`src/rtl/mips_pkg.sv`:
```
// Shared MIPS32 pipeline definitions: control-bit positions, register-number width
// and the MEM-stage FSM encoding.
package mips_pkg;

    localparam int REG_ADDR_W    = 5;
    localparam int CTRL_W        = 5;

    localparam int CTRL_MEMREAD  = 0;
    localparam int CTRL_MEMWRITE = 1;
    localparam int CTRL_REGWRITE = 2;
    localparam int CTRL_MEMTOREG = 3;

    typedef enum logic {
        IDLE   = 1'b0,
        ACCESS = 1'b1
    } mem_state_e;

    function automatic logic is_word_aligned(input logic [1:0] addr_lo);
        return (addr_lo == 2'b00);
    endfunction

endpackage

```
`src/rtl/mem_wb_reg.sv`:
```
// MEM/WB pipeline register: loads on load_en, squashes RegWrite/MemToReg on bubble,
// and keeps load data separately enabled so non-load instructions leave it untouched.
module mem_wb_reg
    import mips_pkg::*;
#(
    parameter int DATA_W = 32
) (
    input  logic                  clk,
    input  logic                  reset,
    input  logic                  load_en,
    input  logic                  bubble,
    input  logic                  misalign_in,
    input  logic                  mem_data_en,
    input  logic [DATA_W-1:0]     alu_result_in,
    input  logic [DATA_W-1:0]     mem_data_in,
    input  logic [REG_ADDR_W-1:0] dst_reg_in,
    input  logic                  reg_write_in,
    input  logic                  mem_to_reg_in,
    output logic [DATA_W-1:0]     alu_result_out,
    output logic [DATA_W-1:0]     mem_data_out,
    output logic [REG_ADDR_W-1:0] dst_reg_out,
    output logic                  reg_write_out,
    output logic                  mem_to_reg_out,
    output logic                  misalign_out
);

    logic [DATA_W-1:0]     alu_q, alu_d;
    logic [DATA_W-1:0]     mem_data_q, mem_data_d;
    logic [REG_ADDR_W-1:0] dst_q, dst_d;
    logic                  reg_write_q, reg_write_d;
    logic                  mem_to_reg_q, mem_to_reg_d;
    logic                  misalign_q, misalign_d;

    always_comb begin
        alu_d        = alu_q;
        mem_data_d   = mem_data_q;
        dst_d        = dst_q;
        reg_write_d  = reg_write_q;
        mem_to_reg_d = mem_to_reg_q;
        // misalign is a pulse: it only lives for the cycle after the dropped op
        misalign_d   = misalign_in;
        if (load_en) begin
            alu_d        = alu_result_in;
            dst_d        = dst_reg_in;
            reg_write_d  = reg_write_in  & ~bubble;
            mem_to_reg_d = mem_to_reg_in & ~bubble;
        end
        if (mem_data_en) begin
            mem_data_d = mem_data_in;
        end
    end

    always_ff @(posedge clk or posedge reset) begin
        if (reset) begin
            alu_q        <= '0;
            mem_data_q   <= '0;
            dst_q        <= '0;
            reg_write_q  <= 1'b0;
            mem_to_reg_q <= 1'b0;
            misalign_q   <= 1'b0;
        end else begin
            alu_q        <= alu_d;
            mem_data_q   <= mem_data_d;
            dst_q        <= dst_d;
            reg_write_q  <= reg_write_d;
            mem_to_reg_q <= mem_to_reg_d;
            misalign_q   <= misalign_d;
        end
    end

    assign alu_result_out = alu_q;
    assign mem_data_out   = mem_data_q;
    assign dst_reg_out    = dst_q;
    assign reg_write_out  = reg_write_q;
    assign mem_to_reg_out = mem_to_reg_q;
    assign misalign_out   = misalign_q;

endmodule

```
`src/rtl/mem_access_stage.sv`:
```
// MIPS32 MEM stage: single outstanding load/store over a req/ready data-memory port,
// stalling upstream stages until the access completes.
module mem_access_stage
    import mips_pkg::*;
#(
    parameter int ADDR_W = 32,
    parameter int DATA_W = 32
) (
    input  logic                  clk,
    input  logic                  reset,
    input  logic [DATA_W-1:0]     alu_result_in,
    input  logic [DATA_W-1:0]     store_data_in,
    input  logic [REG_ADDR_W-1:0] dst_reg_in,
    input  logic [CTRL_W-1:0]     ctrl_in,
    output logic                  dmem_req,
    output logic                  dmem_we,
    output logic [ADDR_W-1:0]     dmem_addr,
    output logic [DATA_W-1:0]     dmem_wdata,
    input  logic                  dmem_ready,
    input  logic [DATA_W-1:0]     dmem_rdata,
    output logic                  stall,
    output logic [DATA_W-1:0]     mem_data_out,
    output logic [DATA_W-1:0]     alu_result_out,
    output logic [REG_ADDR_W-1:0] dst_reg_out,
    output logic                  reg_write_out,
    output logic                  mem_to_reg_out,
    output logic                  misalign_out
);

    mem_state_e            state_q, state_d;
    logic [DATA_W-1:0]     alu_q, alu_d;
    logic [DATA_W-1:0]     wdata_q, wdata_d;
    logic [REG_ADDR_W-1:0] dst_q, dst_d;
    logic                  rw_q, rw_d;
    logic                  mtr_q, mtr_d;
    logic                  we_q, we_d;

    logic                  memop;
    logic                  aligned;
    logic                  stall_c;
    logic                  in_access;

    logic                  wb_load;
    logic                  wb_bubble;
    logic                  wb_mis;
    logic                  wb_md_en;
    logic [DATA_W-1:0]     wb_alu;
    logic [REG_ADDR_W-1:0] wb_dst;
    logic                  wb_rw;
    logic                  wb_mtr;

    logic                  unused_ctrl;

    assign memop       = ctrl_in[CTRL_MEMREAD] | ctrl_in[CTRL_MEMWRITE];
    assign aligned     = is_word_aligned(alu_result_in[1:0]);
    assign unused_ctrl = ctrl_in[CTRL_W-1];

    always_comb begin
        state_d   = state_q;
        alu_d     = alu_q;
        wdata_d   = wdata_q;
        dst_d     = dst_q;
        rw_d      = rw_q;
        mtr_d     = mtr_q;
        we_d      = we_q;
        stall_c   = 1'b0;
        wb_load   = 1'b0;
        wb_bubble = 1'b0;
        wb_mis    = 1'b0;
        wb_md_en  = 1'b0;
        wb_alu    = alu_result_in;
        wb_dst    = dst_reg_in;
        wb_rw     = ctrl_in[CTRL_REGWRITE];
        wb_mtr    = ctrl_in[CTRL_MEMTOREG];
        unique case (state_q)
            IDLE: begin
                wb_load = 1'b1;
                if (memop) begin
                    wb_bubble = 1'b1;
                    if (!aligned) begin
                        wb_mis = 1'b1;
                    end else begin
                        stall_c = 1'b1;
                        state_d = ACCESS;
                        alu_d   = alu_result_in;
                        wdata_d = store_data_in;
                        dst_d   = dst_reg_in;
                        rw_d    = ctrl_in[CTRL_REGWRITE];
                        mtr_d   = ctrl_in[CTRL_MEMTOREG];
                        // a read+write combination is treated as a write
                        we_d    = ctrl_in[CTRL_MEMWRITE];
                    end
                end
            end
            ACCESS: begin
                stall_c = ~dmem_ready;
                if (dmem_ready) begin
                    state_d  = IDLE;
                    wb_load  = 1'b1;
                    wb_alu   = alu_q;
                    wb_dst   = dst_q;
                    wb_rw    = rw_q;
                    wb_mtr   = mtr_q;
                    wb_md_en = ~we_q;
                end
            end
            default: ;
        endcase
    end

    always_ff @(posedge clk or posedge reset) begin
        if (reset) begin
            state_q <= IDLE;
            alu_q   <= '0;
            wdata_q <= '0;
            dst_q   <= '0;
            rw_q    <= 1'b0;
            mtr_q   <= 1'b0;
            we_q    <= 1'b0;
        end else begin
            state_q <= state_d;
            alu_q   <= alu_d;
            wdata_q <= wdata_d;
            dst_q   <= dst_d;
            rw_q    <= rw_d;
            mtr_q   <= mtr_d;
            we_q    <= we_d;
        end
    end

    // stall is combinational from the inputs, so reset must mask it directly
    assign in_access  = (state_q == ACCESS);
    assign stall      = stall_c & ~reset;
    assign dmem_req   = in_access;
    assign dmem_we    = in_access & we_q;
    assign dmem_addr  = in_access ? {alu_q[ADDR_W-1:2], 2'b00} : '0;
    assign dmem_wdata = in_access ? wdata_q : '0;

    mem_wb_reg #(
        .DATA_W (DATA_W)
    ) u_mem_wb_reg (
        .clk            (clk),
        .reset          (reset),
        .load_en        (wb_load),
        .bubble         (wb_bubble),
        .misalign_in    (wb_mis),
        .mem_data_en    (wb_md_en),
        .alu_result_in  (wb_alu),
        .mem_data_in    (dmem_rdata),
        .dst_reg_in     (wb_dst),
        .reg_write_in   (wb_rw),
        .mem_to_reg_in  (wb_mtr),
        .alu_result_out (alu_result_out),
        .mem_data_out   (mem_data_out),
        .dst_reg_out    (dst_reg_out),
        .reg_write_out  (reg_write_out),
        .mem_to_reg_out (mem_to_reg_out),
        .misalign_out   (misalign_out)
    );

endmodule

```
`config.mk`:
```
export PLATFORM = sky130hd
export DESIGN_NAME = mem_access_stage
export DESIGN_NICKNAME = d
export VERILOG_FILES = /design/src/rtl/mips_pkg.sv /design/src/rtl/mem_wb_reg.sv /design/src/rtl/mem_access_stage.sv
export SDC_FILE = /design/constraint.sdc
export NUM_CORES = 1
export LEC_CHECK = 0
export CAP_MARGIN = 20
export CELL_PAD_IN_SITES_DETAIL_PLACEMENT = 1
export CELL_PAD_IN_SITES_GLOBAL_PLACEMENT = 2
export CORE_MARGIN = 4
export CORE_UTILIZATION = 30
export DETAILED_ROUTE_END_ITERATION = 8
export PLACE_DENSITY_LB_ADDON = 0.1
export SYNTH_ARGS = -nofsm -noshare
export SYNTH_HDL_FRONTEND = slang
export SYNTH_SLANG_ARGS = --single-unit
```
`constraint.sdc`:
```
create_clock -name clk -period 8 [get_ports clk]
set_clock_uncertainty 0.2 [all_clocks]
set_input_delay 1.6 -clock clk [delete_from_list [all_inputs] [get_ports clk]]
set_output_delay 1.6 -clock clk [all_outputs]
set_load 0.005 [all_outputs]
```
### After elaboration in Yosys (flattened, before gate mapping)

Cells that the tools add are included.

| storage, ports and cells | value |
|---|---|
| logic and storage cells | 49 |
| flip-flop bits (word level) | 145 |

| operators by class | value |
|---|---|
| muxes and demuxes | 24 |
| bitwise gates (word level) | 10 |
| reduce and logical (&&, ||, !) cells | 2 |

Operator list:

| cell | count |
|---|---|
| 32-bit 2-to-1 mux | 4 |
| 1-bit 2-to-1 mux | 15 |
| 5-bit 2-to-1 mux | 2 |
| 1-bit one-hot mux with 2 select lines | 3 |
| 1-bit inverter | 5 |
| 1-bit bitwise AND | 4 |
| 3-bit AND reduction | 1 |
| 2-bit logical NOT | 1 |
| 1-bit OR | 1 |

### Depth between registers and ports, before layout

| depth | value |
|---|---|
| word-level depth | 5 |
| gate-level depth with buffers | 5 |
| gate-level depth less buffers | 3 |

### Hierarchy

Synthesis repeated with hierarchy kept, for this count alone.

| second synthesis, totals | value |
|---|---|
| cells, all modules | 437 |
| area total of the unflattened synthesis | 6925.4 um^2 |

By module, submodules not included:

| module | area each (um^2) | seq. area each (um^2) | cells each | instances |
|---|---|---|---|---|
| mem_access_stage | 3937.5 | 1826.8 | 280 | 1 |
| mem_wb_reg | 2987.9 | 1801.7 | 157 | 1 |

### Worst setup path after synthesis

Ideal clock, no wire load.

| timing | value |
|---|---|
| kind | in2out |
| from | input port ctrl_in[1] |
| to | output port stall |
| arrival time | 2.469 ns |
| setup slack | 3.731 ns |
| stages | 5 |
| path through | o21bai_1 or3_1 buf_6 buf_6 a21oi_1 |

| between the ends | value |
|---|---|
| cells in the longest elaborated chain, start to end | 4 |

RTL lines:

| item | line | RTL |
|---|---|---|
| from (decl) | mem_access_stage.sv:14 | `input logic [CTRL_W-1:0] ctrl_in,` |
| 1-bit OR | mem_access_stage.sv:54 | `assign memop = ctrl_in[CTRL_MEMREAD] \| ctrl_in[CTRL_MEMWRITE];` |
| 1-bit 2-to-1 mux | mem_access_stage.sv:78 | `if (memop) begin` |
| 1-bit one-hot mux with 2 select lines | mem_access_stage.sv:75 | `unique case (state_q)` |
| 1-bit bitwise AND | mem_access_stage.sv:133 | `assign stall = stall_c & ~reset;` |
| to (decl) | mem_access_stage.sv:21 | `output logic stall,` |

Every way passes these cells.

### Final worst setup path

Ends and elaborated chain as after synthesis.

==> metrics.txt <==
status=complete, no violations; setup ws final=2.57 ns; detail-routed net length per standard cell=17.6 um; Diodes inserted=0; relative slew slack=37.5%; element type at the critical path end=primary output; Crit path largest cell delay=about 0.62 ns; share of cells above drive strength 1=a little under 20%; most common cell after layout, fill and taps aside=clkdlybuf4s50_1; post_cts resized=0; synthesized area per cell=13.5 sq um; htree depth=4; grt total ovfl=0; dpl cell area=about 9000 sq um; Reg2Reg Depth=4; fill cell count=between 2000 and 2500; Die Y=between 150 and 200 um; RR Endpoint=alu_q[29]$_DFFE_PP0P_; hpwl dp=around 12000 um; # IOs=around 250; DR vias/cell=around 4.5; vias in the first global route=between 5000 and 6000; Min-Delay Endpoint=alu_q[1]$_DFFE_PP0P_; nets=818; CP max FO=32; largest net degree at the start of global routing=between 70 and 80; Crit Path Class=input port to primary output; setup TNS=0 ns; top cell family by delay on the critical path=buffers and inverters; Top Metal Used=met4; CP dominant cell by count=clkdlybuf4s50_1; most frequent cells in the layout=clkdlybuf4s50_1, dfrtp_1, and2_1; crit path cell chain=clkdlybuf4s50_1 -> o21bai_1 -> or3_4 -> a21oi_1 -> clkdlybuf4s50_1; met3 WL=roughly 1100 um; area of the core=approximately 21000 sq um; Hold Buf Count CTS=0; sequential cell area fraction in the yosys report=a little under three fifths; drt first pass iters=4; CP Launch Type=input port; Hold WC Path Type=register to register; Metal-1 WL=7300 um; final worst-path cycle share=~68%; final wirelength=approximately 18000 um; Slew @ Worst Pin=roughly 0.94 ns; antenna viol nets, final=0; Initial DRC Count=~170; worst-skew pair later-pin latency=about 0.4 ns; fmax=about 180 MHz; All-Layer GR Usage=roughly 15%; Root Buffer=clkbuf_16; total CTS buffers=17; Total Die Area=23600 sq um; design area=roughly 9600 sq um; CP max-delay cell=or3_4; Synth Warn #=0; clk sinks=roughly 150; Crit path arrival time=3.63 ns; initial antenna violation count=0; detailed-route via count=between 4000 and 5000; unrepaired setup endpoints after global routing=no; hold path cells=1; flip-flop and latch count after synthesis=between 100 and 150; post-CTS repair timing setup buffer count=0; DIE WIDTH=roughly 150 um; first-pass GRT wire length=between 20000 and 30000 um; HP Start=alu_q[1]$_DFFE_PP0P_; Cell Rows=53; Cells after Synth=473; Final Util=between 40% and 50%; Cell variety after synth=21; Static Leak=4.26 nW; Syn-to-layout area delta=51.4%; Critical Path RT=roughly 6.2 ns; Max VDD drop=0.000122 V; min Tclk post-route=about 5.4 ns; Residual DRC=0; FF-to-FF setup slack=about 4.8 ns; Port Buf Inserts=roughly 240; Max Slew Vio Count=0; deepest clock path buffer count=2; final hold vios=0; Power per Cell Area=between 200 and 300 nW/um^2; r2r startpoint=dmem_req$_DFF_PP0_; dpl ws=between 2 and 3 ns; routability congestion estimate=approximately 0.72; WP buf/inv=2; endpoints failing setup=0; clk slew on worst S/H paths=0.06 ns; synthesized area=between 6000 and 7000 sq um; CTS tree=built; max-capacitance violation count=0; initial core utilization=~30%; metal2 WL=just under 9000 um
## sequential cells by signal, indices dropped and copies added, names as in the netlist, 5 cells and up
| register | cells |
|---|---|
| alu_q | 32 |
| u_mem_wb_reg.mem_data_out | 32 |
| wdata_q | 32 |
| dst_q | 5 |
| u_mem_wb_reg.alu_result_out | 32 |
| u_mem_wb_reg.dst_reg_out | 5 |
## Yosys cell counts
| cell | n | share of area, % |
|---|---|---|
| buf_2 | 3 | 0.24 |
| nand2_1 | 1 | 0.059 |
| mux2_2 | 46 | 8.1 |
| buf_4 | 2 | 0.24 |
| mux2i_1 | 39 | 6.1 |
| or3_1 | 1 | 0.098 |
| nand2b_1 | 1 | 0.098 |
| a21oi_1 | 38 | 3.0 |
| o21bai_1 | 1 | 0.12 |
| dfrtp_1 | 145 | 57 |
| buf_1 | 3 | 0.18 |
| buf_6 | 7 | 1.2 |
| inv_1 | 2 | 0.12 |
| nand3b_1 | 1 | 0.12 |
| and2_1 | 65 | 6.4 |
| clkbuf_1 | 18 | 1.1 |
| mux2_4 | 55 | 13 |
| mux2_1 | 1 | 0.18 |
| nor2_1 | 41 | 2.4 |
| conb_1 | 1 | 0.059 |
| a31o_2 | 2 | 0.27 |
## through the flow
step | power, mW | std cells | hold WS (ns)
after global routing | 2.67 | 997 | 0.317
after global placement | 1.68 | 965 | 0.270
final | 2.52 | 997 | 0.286
after detailed placement | 1.70 | 965 | 0.275
after CTS | 2.57 | 997 | 0.294
after floorplan | 1.31 | 474 | 0.253
## cell type report
type	count	area, sq um	area share [%]
Clock inverter	12	181	1.88
Timing Repair Buffer	249	2470	25.6
Inverter	2	12.5	0.130
Tap cell	275	344	3.57
Multi-Input combinational cell	294	2560	26.5
Sequential cell	145	3630	37.6
Clock buffer	20	447	4.63
## kinds of logic after synthesis
kind of cell	share of synthesized area [%]
AOI/OAI and AO/OA	3.38
DFF	56.9
and+or+nand+nor	9.17
muxes	27.4
buffers and inverters	3.06
other	0.0588
## power by group
part | switching, mW | total [mW] | internal (mW)
Sequential | 0.106 | 1.02 | 0.910
Combinational | 0.205 | 0.660 | 0.456
Clock | 0.314 | 0.846 | 0.532
## how the worst max path moves through the flow
stage	startpoint	to	slack, ns	cells past startpoint
after floorplan	reset	alu_q[0]$_DFFE_PP0P_	2.31	1
after global placement	ctrl_in[1]	stall	2.53	5
after detailed placement	ctrl_in[1]	stall	2.52	5
after CTS	ctrl_in[1]	stall	2.52	5
after global routing	ctrl_in[1]	stall	2.47	5
final	ctrl_in[1]	stall	2.57	5
## metal layers
layer / up-vias / track usage [%]
li1: 2074 / -
met1: 2253 / 18.4
met2: 135 / 25.4
met3: 12 / 5.24
met4: 0 / 4.58
met5: - / 0
Note: power is estimated with default switching activity, not from simulation.
==> variant: new RTL, same settings <==
Take the reset off `wdata_q` and load it in a clocked block of its own.
--- a/src/rtl/mem_access_stage.sv
+++ b/src/rtl/mem_access_stage.sv
@@ -113,5 +113,4 @@
             state_q <= IDLE;
             alu_q   <= '0;
-            wdata_q <= '0;
             dst_q   <= '0;
             rw_q    <= 1'b0;
@@ -121,5 +120,4 @@
             state_q <= state_d;
             alu_q   <= alu_d;
-            wdata_q <= wdata_d;
             dst_q   <= dst_d;
             rw_q    <= rw_d;
@@ -127,4 +125,8 @@
             we_q    <= we_d;
         end
+    end
+
+    always_ff @(posedge clk) begin
+        wdata_q <= wdata_d;
     end
 
Behaviour: no difference found for any inputs over 4 cycles, from zero or initial values and one cycle with reset high; that may be too few to reach the edited logic, so the function may still have changed.
==> variant against the unedited design <==
Routed wire length decreased by 2.8%. Sequential share of layout area increased by 2.8 points. Via count decreased by 5.1%. Sequential cell count unchanged. Area after synthesis decreased by 4.8%. Combinational power decreased by 12%. Total power decreased by 3.1%. Design area decreased by 2.8%. Setup slack improved by 150 ps. Die area decreased by 4.5%.
==> variant: results (changes against the unedited design) <==
stage	metric	value	unit	change
run_status	outcome	finished clean		
cts	post-cts sizing count	0		unchanged
drt	via count	4244		-5.1%
worst_setup_path	slowest CP cell	clkdlybuf4s50_1		
cts	post-CTS setup buffer count	0		unchanged
worst_setup_path	reg2reg start	dmem_req		
worst_hold_path	hold depth	1		unchanged
logic_synthesis	Distinct cells, synth	21		unchanged
drt	routed len/inst	17.8	um	+1.3%
cts	clock-pin transition on the worst setup and hold timing paths	60	ps	about the same
cts	CTS tree	built		
logic_synthesis	sequential area share after synthesis	62.4	%	+5.5 points
logic_synthesis	Commonest cells post-synth	dfrtp_1, and2_1, nor2_1		
timing	Hold Slack	291	ps	+5.05 ps
global_routing	number of global-route vias before repair	4728		-6.4%
worst_setup_path	slowest stage delay, CP	560	ps	-60 ps
logic_synthesis	Synth warnings	0		unchanged
placement	hpwl dp	11800	um	-3.4%
global_routing	first-pass GRT wire length	26300	um	-6.8%
worst_setup_path	Worst R2R End	wdata_q[8]		
worst_setup_path	Worst EP arrival	3470	ps	-160 ps
cells_and_area	number of diodes	0		unchanged
cts	CTS root buf	clkbuf_16		
placement	dpl ws	2680	ps	+161 ps
logic_synthesis	Async S/R FF share, synth	77.9	%	-22 points
global_routing	initial antenna violation count	0		unchanged
global_routing	largest net degree at the start of global routing	88		+13%
worst_hold_path	hold path endpoint	alu_q[1]		
cells_and_area	Final nets	788		-3.7%
cts	maximum buffer depth of the clock tree	2		unchanged
timing	Worst Max-Slew Pin Slew	830	ps	-108 ps
placement	GPL Wtd Cong	0.724		-0.14%
cts	total CTS buffers	17		unchanged
global_routing	Total GRT Usage	15.2	%	+0.10 points
logic_synthesis	Synth area leaders	dfrtp_1, edfxtp_1, mux2_4		
worst_setup_path	r2r setup slk	4960	ps	+190 ps
power_and_ir_drop	Max rail drop VDD	140	uV	+15%
placement	Port Buffers	244		unchanged
cells_and_area	layout cells sized above 1	16.0	%	-3.6 points
logic_synthesis	Post-synth EDFFs	32		+32
power_and_ir_drop	leakage	0.00396	uW	-6.9%
drt	Initial DRC Count	149		-10%
cts	clk_lat worst skew	420	ps	
worst_setup_path	R2R depth	5		+1
drt	Final ANT Viol Nets	0		unchanged
cts	H-tree depth	4		unchanged
worst_setup_path	Max FO, Critical Path	4		-88%
worst_hold_path	Hold Startpoint	alu_q[1]		
worst_hold_path	Hold/Removal Path Class	reg -> reg		
logic_synthesis	dominant synthesized flop cell	dfrtp_1		
-- variant: cell families (layout without fill, tap and decap cells) --
group	count (synthesis)	after routing	share of synthesized area, %
flip-flops	145	145	62.4
AND/OR/NAND/NOR	110	110	9.63
multiplexers	109	109	21.6
AO/OA/AOI/OAI	41	41	3.55
other	1	2	0.0618
buffers and inverters	33	285	2.76
-- variant: power breakdown --
part	internal [uW]	leakage [uW]	switching, uW
registers	902	0.00162	88.5
clock network	554	0.000305	318
logic	395	0.00203	187
-- variant: worst max-delay path by stage --
stage / start / end / slack (ps) / cells past startpoint
after CTS: ctrl_in[1] / stall / 2680 / 5
after global placement: ctrl_in[1] / stall / 2730 / 5
after floorplan: reset / alu_q[0] / 3210 / 1
after global routing: ctrl_in[1] / stall / 2650 / 5
after detailed placement: ctrl_in[1] / stall / 2680 / 5
final: ctrl_in[1] / stall / 2730 / 5
-- variant: final cells by class --
type	instances	area (um^2)
inverter	3	13.8
timing repair buffer	250	2480
clock buffer	19	433
sequential	145	3790
clock inverter	13	209
multi-input combinational	262	2120
fill	2094	10300
tap	265	332
-- variant: metal layers --
metal  wire length (um)  track usage (%)  vias to the layer above
met5                  0                0                        -
met4                263             4.71                        0
met3               1210             6.14                       18
met2               8640             25.7                      139
met1               6910             17.7                     2108
li1                   -                -                     1979
-- variant: stage by stage --
stage	total power, uW	instances	instance area (um^2)
4_1_cts	2490	957	9380
6_report	2450	957	9380
5_1_grt	2580	957	9380
3_3_place_gp	1580	925	8740
2_1_floorplan	1230	440	6070
3_5_place_dp	1600	925	8740
